**src/rtl/fun_sched.sv**
```systemverilog
// Two-requester front end for a shared multi-cycle arithmetic unit: round-robin
// grant, start/busy handshake, per-requester result registers and timeout recovery.
module fun_sched #(
  parameter int WIDTH   = 8,
  parameter int TIMEOUT = 64
) (
  input  logic             clk_i,
  input  logic             rst_i,
  input  logic             req0_i,
  input  logic             req1_i,
  input  logic [WIDTH-1:0] a0_bi,
  input  logic [WIDTH-1:0] b0_bi,
  input  logic [WIDTH-1:0] a1_bi,
  input  logic [WIDTH-1:0] b1_bi,
  output logic             ack0_o,
  output logic             ack1_o,
  output logic             done0_o,
  output logic             done1_o,
  output logic             err0_o,
  output logic             err1_o,
  output logic [WIDTH-1:0] y0_bo,
  output logic [WIDTH-1:0] y1_bo,
  output logic             u_start_o,
  output logic [WIDTH-1:0] u_a_bo,
  output logic [WIDTH-1:0] u_b_bo,
  input  logic             u_busy_i,
  input  logic [WIDTH-1:0] u_y_bi
);

  localparam int CW = $clog2(TIMEOUT + 1);

  typedef enum logic [2:0] {IDLE, ISSUE, WAIT_BUSY, WAIT_DONE, DONE} state_t;

  state_t        state;
  logic          ptr;
  logic          idx;
  logic          grant;
  logic          finish_ok;
  logic          finish_to;
  logic [CW-1:0] cnt;

  // NOTE: every signal written here is assigned on every path, so no latch is inferred.
  always_comb begin
    grant     = (req0_i && req1_i) ? ptr : req1_i;
    finish_ok = (state == WAIT_DONE) && !u_busy_i;
    // A real result arriving on the timeout edge wins over the timeout.
    finish_to = !finish_ok && (state == WAIT_BUSY || state == WAIT_DONE) &&
                (cnt >= CW'(TIMEOUT - 1));
  end

  // NOTE: registers use non-blocking assignments so each one samples pre-edge values.
  always_ff @(posedge clk_i) begin
    if (rst_i) begin
      state     <= IDLE;
      ptr       <= 1'b0;
      idx       <= 1'b0;
      cnt       <= '0;
      ack0_o    <= 1'b0;
      ack1_o    <= 1'b0;
      done0_o   <= 1'b0;
      done1_o   <= 1'b0;
      err0_o    <= 1'b0;
      err1_o    <= 1'b0;
      u_start_o <= 1'b0;
      u_a_bo    <= '0;
      u_b_bo    <= '0;
      y0_bo     <= '0;
      y1_bo     <= '0;
    end else begin
      ack0_o    <= 1'b0;
      ack1_o    <= 1'b0;
      done0_o   <= 1'b0;
      done1_o   <= 1'b0;
      err0_o    <= 1'b0;
      err1_o    <= 1'b0;
      u_start_o <= 1'b0;
      case (state)
        IDLE: begin
          // The busy gate keeps a unit still running after a timeout from being restarted.
          if ((req0_i || req1_i) && !u_busy_i) begin
            state     <= ISSUE;
            idx       <= grant;
            ptr       <= !grant;
            cnt       <= '0;
            u_a_bo    <= grant ? a1_bi : a0_bi;
            u_b_bo    <= grant ? b1_bi : b0_bi;
            ack0_o    <= !grant;
            ack1_o    <= grant;
            u_start_o <= 1'b1;
          end
        end
        ISSUE: begin
          state <= WAIT_BUSY;
          cnt   <= cnt + 1'b1;
        end
        WAIT_BUSY, WAIT_DONE: begin
          if (finish_ok || finish_to) begin
            state   <= DONE;
            done0_o <= !idx;
            done1_o <= idx;
            err0_o  <= finish_to && !idx;
            err1_o  <= finish_to && idx;
            if (idx) y1_bo <= finish_ok ? u_y_bi : '0;
            else     y0_bo <= finish_ok ? u_y_bi : '0;
          end else begin
            cnt <= cnt + 1'b1;
            if (state == WAIT_BUSY && u_busy_i) state <= WAIT_DONE;
          end
        end
        DONE:    state <= IDLE;
        default: state <= IDLE;
      endcase
    end
  end

endmodule

```
**config.mk**
```make
export PLATFORM = sky130hd
export DESIGN_NAME = fun_sched
export DESIGN_NICKNAME = d
export VERILOG_FILES = /design/src/rtl/fun_sched.sv
export SDC_FILE = /design/constraint.sdc
export NUM_CORES = 1
export LEC_CHECK = 0
export ABC_AREA = 1
export BUFFER_PORTS_ARGS = -buffer_cell sky130_fd_sc_hd__buf_2
export CORE_MARGIN = 10
export CORE_UTILIZATION = 49
export DETAILED_ROUTE_END_ITERATION = 12
export GPL_TIMING_DRIVEN = 0
export PLACE_DENSITY = 0.79
export SLEW_MARGIN = 20
export SYNTH_ARGS = -nofsm -noshare
export SYNTH_HDL_FRONTEND = slang
export SYNTH_SLANG_ARGS = --single-unit
```
**constraint.sdc**
```tcl
create_clock -name clk_i -period 2.15 [get_ports clk_i]
set_input_delay 0.43 -clock clk_i [delete_from_list [all_inputs] [get_ports clk_i]]
set_output_delay 0.43 -clock clk_i [all_outputs]
set_load 0.01 [all_outputs]
```
==> summary by stage, run 1 <==
Pwr
The leakage dissipation is ~1.6 nW. Of the total power, registers draw 44.3%. Of the total power, the clock network draws ~22%. The power density over the cells is 929 nW/µm². For this design the total switching power over the nets is 0.000990 W. The internal power of the cells totals between 0.0015 and 0.002 W. The maximum VDD drop is approximately 0.5 mV. Of the total power, the share spent switching nets is 36.4%.

Combinational logic is responsible for ~34% of the overall power.

Timing
Setup repair after global routing left no endpoint under its margin. On the final layout, the worst hold slack is around 0.31 ns. Setup violations remaining at the end of the flow were counted as 0. On the final layout, the worst clock skew is 0.00799 ns.

The number of max-slew violations in the final report is 0. The final count of hold timing violations is 0. After routing, the total negative slack on setup checks comes to 0 ns. The headroom to the max-slew limit is between 60% and 70%. The peak clock frequency supported by timing is between 500 and 600 MHz.

The worst path in the final design needs a cycle of ~1.7 ns, including I/O delays and setup. At the pin with the least slew margin, the transition time is around 0.49 ns. The final period utilization is between 70% and 80%.

Yosys
The synthesized area divided by synthesized cell count is between 7 and 8 µm². The combinational family with the most area after synthesis is simple AND/OR/NAND/NOR gates. The gate count after technology mapping is 323. The total number of yosys warnings is 0. After synthesis the cells add up to ~2300 µm².

The number of nets handed over by synthesis was between 300 and 400. Ranked by total cell area, the synthesized netlist is headed by sky130_fd_sc_hd__dfxtp_1 44%, sky130_fd_sc_hd__nand2_1 13%, sky130_fd_sc_hd__nand3_1 7.5%, sky130_fd_sc_hd__nor2_1 7.4%, sky130_fd_sc_hd__inv_1 5.1%. After Yosys synthesis, full adders, half adders and majority gates account for less than 1% of the synthesized area. The register bit count reported by yosys is 51. The synthesized netlist devotes between 6 and 7% of its cell area to compound gates.

The number of unique standard cell types used by synthesis is 35. Summed over its instances, the top area cell type makes up between 40% and 50% of the synthesized netlist area. In the synthesized netlist, mux cells make up 0% of the area. The most common cell in the netlist is sky130_fd_sc_hd__nand2_1. sky130_fd_sc_hd__dfxtp_1 takes more of the synthesized area than any other cell. Summing the sequential cell areas from Yosys gives 43.5% of the chip area.

For this run, the leading register cell type out of synthesis is sky130_fd_sc_hd__dfxtp_1. The share of synthesized cell area in and, or, nand and nor gates is a little under two fifths. Counting instances in the post-synthesis netlist gives the leading cell types as 82 x sky130_fd_sc_hd__nand2_1, 51 x sky130_fd_sc_hd__dfxtp_1, 46 x sky130_fd_sc_hd__nor2_1, 35 x sky130_fd_sc_hd__nand3_1, 32 x sky130_fd_sc_hd__inv_1.

Of all flip-flops after synthesis, the portion carrying an async set or reset was 0%. The count of flip-flops with a built-in enable after synthesis is 0. The synthesized netlist devotes 0% of its cell area to XOR and XNOR gates.

Cells and area
The repair_antennas step left the layout with diodes totalling 0. The area growth from synthesis to layout is 24.6%. The layout cell share with drive strength beyond 1 is between 20% and 30%. For this run, the post-layout net count is approximately 460.

Global routing
The global-route congestion overflow total is 0. After global routing, the most crowded layer is met2. The first-pass GRT wire length is 10100 µm. The via count of the first global-routing pass is approximately 2400. The met3 demand-to-capacity share in global routing is 8.66%. The initial antenna violation count is 0. The met2 layer usage reported by global route is 25.6%. For this run, global-route usage on met1 was measured as roughly 17%. Entering global routing, the biggest net connects 17 pins. The aggregate global-route resource usage is between 15 and 20%.

Setup path
The type of destination of the critical path is a flop. The kind of cell with the highest combined delay along the critical path is simple AND/OR/NAND/NOR gates. The cell type with the highest occurrence count on the critical path is sky130_fd_sc_hd__nor2_1.

The startpoint type of the worst setup path is a flop. The startpoint identified for the worst register-to-register timing path is cnt[0]. The largest fanout on the critical path is 10.

Traced cell by cell, the critical path runs through ha_1 > nand2_2 > nor2_1 > nor2_1 > nand2_1 > nand2_2 > buf_6 > nand3_4 > o21bai_1 > nor2_1. The slowest stage of the critical path is the sky130_fd_sc_hd__dfxtp_1 cell. The required time reported for the critical path endpoint is 2.36 ns.

The startpoint of the worst setup timing path is cnt[0]. The largest stage delay on the critical path is 0.37 ns. The number of buffers and inverters on the critical path is 1. The endpoint arrival time on the critical path is between 1.5 and 2 ns. The critical path in this run is classified as reg -> reg.

CTS
The number of buffers added for setup after CTS is 0. The hold buffer count at CTS is 0. The master cell of the clock root buffer is sky130_fd_sc_hd__clkbuf_8.

The clock drives 51 sinks. The clock buffer count from CTS is 5. The maximum number of buffers from clock root to sink is 2. Gates resized during post-CTS repair numbered 0. TritonCTS built the clock tree. The level count of the clock H-tree is 2. The clock network latency to the later pin of the worst-skew pair is around 0.31 ns. The clock slew at the register clock pins of the worst setup and hold paths is ~0.10 ns.

Worst hold path
The class of the worst hold path is in -> reg. In this run the most critical hold path is launched from a1_bi[6].

Drt
After detailed routing, the number of vias per cell comes to around 4.9. The final route contains ~2300 vias. After detailed routing, the average wire length per cell comes to 12.5 µm. For this run, design rule violations remaining after detail routing come to 0. The total length of routed wires is ~5900 µm. Before antenna repair, the detailed router went through 4 iterations.

For this block, the initial DRC count from the detailed router was 116. The remaining antenna violation count after routing is 0.

Floorplanning
The die span in x is ~89 µm. The count of standard-cell rows is 25. The chip height is roughly 90 µm.

The placeable core region is around 4700 µm². The total I/O pin count is 84. The area of the die is about 8000 µm².

The effective utilization at floorplan is 50.0%.

Placed design
The count of buffers added on input and output ports is between 80 and 90. At the end of routability-driven placement, the weighted congestion stood at a little over 0.8. The detailed placement HPWL is about 4500 µm.

Flow run
The reported max-cap violation count is 0.

Outcome
The flow ran to the end, and the final reports show no timing, DRC or antenna violations.
## kinds of logic after synthesis
family / after synthesis
AND/OR/NAND/NOR: 192
flip-flops: 51
adder cells (fa/ha/maj): 1
buffers and inverters: 51
AO/OA/AOI/OAI: 28
## cell type report
type	instances	area [µm²]
clock buffers	6	82.6
clock inverters	2	16.3
well taps	54	67.6
inverters	37	140
multi-input cells	221	1070
flip-flops and latches	51	1020
plain buffers	14	118
repair buffers	82	410
fillers	442	1770
## power by group through the flow
stage               Combinational [W]  Sequential (W)  Clock, W
finish                       0.000920         0.00120  0.000594
global route                  0.00105         0.00122  0.000651
CTS                          0.000926         0.00120  0.000609
detailed placement           0.000923         0.00122         0
global placement             0.000912         0.00122         0
floorplan                    0.000616         0.00126         0
## worst reg2reg max path, delay by kind of cell (launching register included)
family	cells	cell delay [ns]
and+or+nand+nor	7	0.69
buffers and inverters	1	0.15
DFF	1	0.37
adders and majority gates	1	0.24
AOI/OAI and AO/OA	1	0.16
## path summary, 6_finish.rpt
path	endpoint	slack [ns]	cells past startpoint
min reg2reg	ptr	0.47	2
max	cnt[6]	0.45	10
max reg2reg	cnt[6]	0.45	10
min	u_a_bo[6]	0.31	3
## flip-flops by register name, summed over array words and instances, names as in the netlist, 3 cells and up
| name | flops |
|---|---|
| cnt | 7 |
| y0_bo | 8 |
| u_a_bo | 8 |
| y1_bo | 8 |
| state | 3 |
| u_b_bo | 8 |
## per-layer routing
layer	routed length, µm	share of wire [%]	up-vias
met3	734	13	4
met4	35	0.60	0
li1	-	-	1196
met5	0	0	-
met2	2580	44	82
met1	2500	43	1011
## layout by cell type (no fill, tap or decap), types with 6 or more instances in the layout
cell                       synthesis  final
sky130_fd_sc_hd__buf_6             6      6
sky130_fd_sc_hd__inv_1            32     32
sky130_fd_sc_hd__nand2_2           7      7
sky130_fd_sc_hd__a21oi_1          16     16
sky130_fd_sc_hd__nand4_1           7      7
sky130_fd_sc_hd__nand2_1          82     82
sky130_fd_sc_hd__buf_2             1     83
sky130_fd_sc_hd__clkbuf_8          0      6
sky130_fd_sc_hd__dfxtp_1          51     51
sky130_fd_sc_hd__nor2_1           46     46
sky130_fd_sc_hd__nand3_1          35     35
## per-stage QoR
step | cell area (µm²) | power (W) | worst slack [ns] | cells | util (%)
finish | 2920 | 0.00272 | 0.454 | 467 | 62.3
global route | 2920 | 0.00292 | 0.249 | 467 | 62.3
CTS | 2920 | 0.00274 | 0.437 | 467 | 62.3
detailed placement | 2820 | 0.00214 | 0.335 | 459 | 60.2
global placement | 2820 | 0.00213 | 0.355 | 459 | 60.2
floorplan | 2350 | 0.00187 | 0.647 | 323 | -
No activity file was read; power rests on OpenSTA's default activity.
==> run 2, diff against run 1 <==
CORE_UTILIZATION = 44   (was 49)
PLACE_DENSITY = 0.75   (was 0.79)
clock period = 1.42 ns   (was 2.15 ns; I/O delays follow)
==> run 2 against run 1 <==
Effect of this change: the run now ends with setup timing left; register-to-register slack got worse by 0.54 ns; clock-buffer cell count fell by 1; sequential share of layout area down 5.7 points; via count increased by 11%; highest routed layer unchanged.
==> summary by stage, run 2 (synthesis results as in run 1) <==
Setup path
The cell at the slowest stage of the critical path is sky130_fd_sc_hd__dfxtp_4 (was sky130_fd_sc_hd__dfxtp_1). The worst setup path category is reg -> reg (unchanged). The endpoint arrival time on the critical path is 1.76 ns (was 1.90 ns). Cells along the critical path: nor3_4 > nand2_2 > buf_6 > inv_4 > nand2_4 > nor2_8 > clkbuf_16 > nand2_4 > nand3_2 (was ha_1 > nand2_2 > nor2_1 > nor2_1 > nand2_1 > nand2_2 > buf_6 > nand3_4 > o21bai_1 > nor2_1).

The number of buffers and inverters on the critical path was 3 (was 1). The cell type group with the largest total delay on the critical path is simple AND/OR/NAND/NOR gates (unchanged). The largest stage delay on the critical path is 0.37 ns (about the same).

The startpoint type of the worst setup path is a flop (unchanged). The cell type with the highest occurrence count on the critical path was sky130_fd_sc_hd__nand2_4 (was sky130_fd_sc_hd__nor2_1). The required time reported for the critical path endpoint is 1.68 ns (was 2.36 ns).

The type of destination of the critical path was a flop (unchanged). The largest fanout on the critical path is 8 (was 10).

CTS
The master cell of the clock root buffer was sky130_fd_sc_hd__clkbuf_8 (unchanged). The clock buffer count from CTS is 5 (unchanged). The clock slew at the register clock pins of the worst setup and hold paths is 0.10 ns (about the same). The number of sinks driven by the clock tree came to 51 (unchanged).

The level count of the clock H-tree is 2 (unchanged). The clock network latency to the later pin of the worst-skew pair is 0.31 ns (about the same). The maximum number of buffers from clock root to sink is 2 (unchanged).

The CTS tree is done (unchanged).

Floorplanning
The placeable core region is 5140 µm² (was 4690 µm²). The area of the die is 8650 µm² (was 7960 µm²). The die span in x is 93.0 µm (was 89.2 µm). The chip height was 93.0 µm (was 89.2 µm). The total I/O pin count is 84 (unchanged). The count of standard-cell rows is 26 (was 25). The effective utilization at floorplan is 45.6% (was 50.0%).

Global routing
The met2 layer usage reported by global route is 23.5% (was 25.6%). The initial antenna violation count is 0 (unchanged). The aggregate global-route resource usage is 14.6% (was 15.7%). The met3 demand-to-capacity share in global routing is 8.15% (was 8.66%). The largest net degree at the start of global routing is 17 (unchanged). The global-route congestion overflow total is 0 (unchanged). The via count of the first global-routing pass is 2473 (was 2376). The met1 track demand over resource in global routing is 16.3% (was 17.3%). The first-pass GRT wire length is 10700 µm (was 10100 µm). The most used routing layer in global routing is met2 (unchanged).

Cells and area
The area used by multi-input combinational logic is 1340 µm² (was 1070 µm²). The antenna diode count is 0 (unchanged). Top library cells by usage in the layout, fill and taps aside: 83 x sky130_fd_sc_hd__buf_2, 60 x sky130_fd_sc_hd__nand2_1, 43 x sky130_fd_sc_hd__dfxtp_1 (was 83 x sky130_fd_sc_hd__buf_2, 82 x sky130_fd_sc_hd__nand2_1, 51 x sky130_fd_sc_hd__dfxtp_1). The layout cell share with drive strength beyond 1 is 48.6% (was 29.8%). The cell area after layout is 3570 µm² (was 2920 µm²). The leading cell type in the layout, fill and taps excluded is sky130_fd_sc_hd__buf_2 (unchanged). The register cell area after layout came to 1040 µm² (was 1020 µm²). The area added between synthesis and finish was 52.2% (was 24.6%). The net total in the final layout came to 489 (was 458). The layout filler cell count was 444 (was 442).

Pwr
The internal power summed over all cells is 0.00310 W (was 0.00173 W). The leakage dissipation came to 1.96 nW (was 1.57 nW). The power after layout is 0.00485 W (was 0.00272 W). The proportion of total power due to net switching came to 36.1% (was 36.4%). The power density over the cells is 1360 nW/µm² (was 929 nW/µm²).

The combinational fraction of design power is 39.8% (was 33.9%). The sequential share of power came to 39.0% (was 44.3%). The part of the total power dissipated in the clock network is 21.2% (was 21.9%). The maximum VDD drop is 0.785 mV (was 0.501 mV). The switching power summed over all nets is 0.00175 W (was 0.000990 W).

Worst hold path
The class of the worst hold path is in -> reg (unchanged).

Timing
The shortest clock period the worst path allows after layout is 1.51 ns (was 1.70 ns). The number of max-slew violations in the final report is 0 (unchanged). The peak clock frequency supported by timing is 664 MHz (was 590 MHz). Unrepaired setup endpoints after global routing: true (was false). The final worst hold slack is 0.168 ns (was 0.315 ns). The worst path setup slack after routing is -0.0860 ns (was 0.454 ns). The clock skew after layout came to 0.00881 ns (was 0.00799 ns). The final setup violation count is 27 (was 0). The final count of hold timing violations is 0 (unchanged). The final period utilization is 106% (was 78.9%).

The transition time of the tightest slew-check pin is 0.574 ns (was 0.485 ns). The headroom to the max-slew limit is 61.7% (was 67.7%).

Placed design
The global placer's final weighted congestion came to 0.800 (was 0.810). The number of input and output port buffers inserted is 82 (unchanged). The detailed placement HPWL was 4760 µm (was 4520 µm). The standard cell area after detailed placement is 2860 µm² (was 2820 µm²).

Outcome
The checks that failed: setup timing. Outcome: complete, but fails checks (was finished clean).

Drt
The routed wire length per instance is 14.3 µm (was 12.5 µm). The first-pass iteration count of the detailed router is 5 (was 4). The initial detailed-routing violation count came to 110 (was 116). The number of remaining DRC errors is 0 (unchanged).

The remaining antenna violation count after routing is 0 (unchanged). The vias after detailed routing is 2534 (was 2293). The per-cell via count in the routed design is 4.93 (was 4.91).

The total length of routed wires came to 7330 µm (was 5850 µm).

Flow run
The reported max-cap violation count is 0 (unchanged).
run 2: timing repair:
action,CTS,global route
hold buffers,0,0
cloned,1,1
endpoints found under the setup margin,41,44
pin swaps,11,21
gates resized for setup,20,79
setup buffers,15,15
run 2: area by class of cell:
type | count | area share (%)
clock buffer | 5 | 1.93
sequential | 51 | 29.2
inverter | 37 | 3.96
timing repair buffer | 114 | 20.0
tap | 70 | 2.45
clock inverter | 3 | 1.23
buffer | 13 | 3.61
multi-input combinational | 221 | 37.6
run 2: final timing paths:
path / start / endpoint / slack (ns) / cells past startpoint
max: state[0] / u_b_bo[6] / -0.09 / 9
min: a0_bi[2] / u_a_bo[2] / 0.17 / 3
max reg2reg: state[0] / u_b_bo[6] / -0.09 / 9
min reg2reg: ptr / ptr / 0.48 / 2
run 2: power groups by stage:
stage	Sequential, W	Clock [W]	Combinational (W)
6_report	0.00189	0.00103	0.00193
5_1_grt	0.00192	0.00111	0.00211
4_1_cts	0.00184	0.00105	0.00158
3_5_place_dp	0.00186	0	0.00141
3_3_place_gp	0.00186	0	0.00139
2_1_floorplan	0.00191	0	0.000937
run 2: stage by stage:
stage	util, %	cells	TNS, ns	setup slack [ns]
2_1_floorplan	-	323	-0.0859	-0.0419
3_3_place_gp	55.6	475	-6.75	-0.255
3_5_place_dp	55.6	475	-7.84	-0.245
4_1_cts	61.4	499	-0.621	-0.0486
5_1_grt	69.5	514	-3.91	-0.154
6_report	69.5	514	-0.744	-0.0860
run 2: tightest hold or removal path, cell delays in order:
cell and delay [ns]:
sky130_fd_sc_hd__buf_2 0.08, sky130_fd_sc_hd__nand2_2 0.05, sky130_fd_sc_hd__nand3_2 0.04
run 2: per-layer routing:
layer	wire, µm	part of all wire [%]
met1	2870	39
met2	3390	46
met5	0	0
met3	891	12
met4	184	2.5
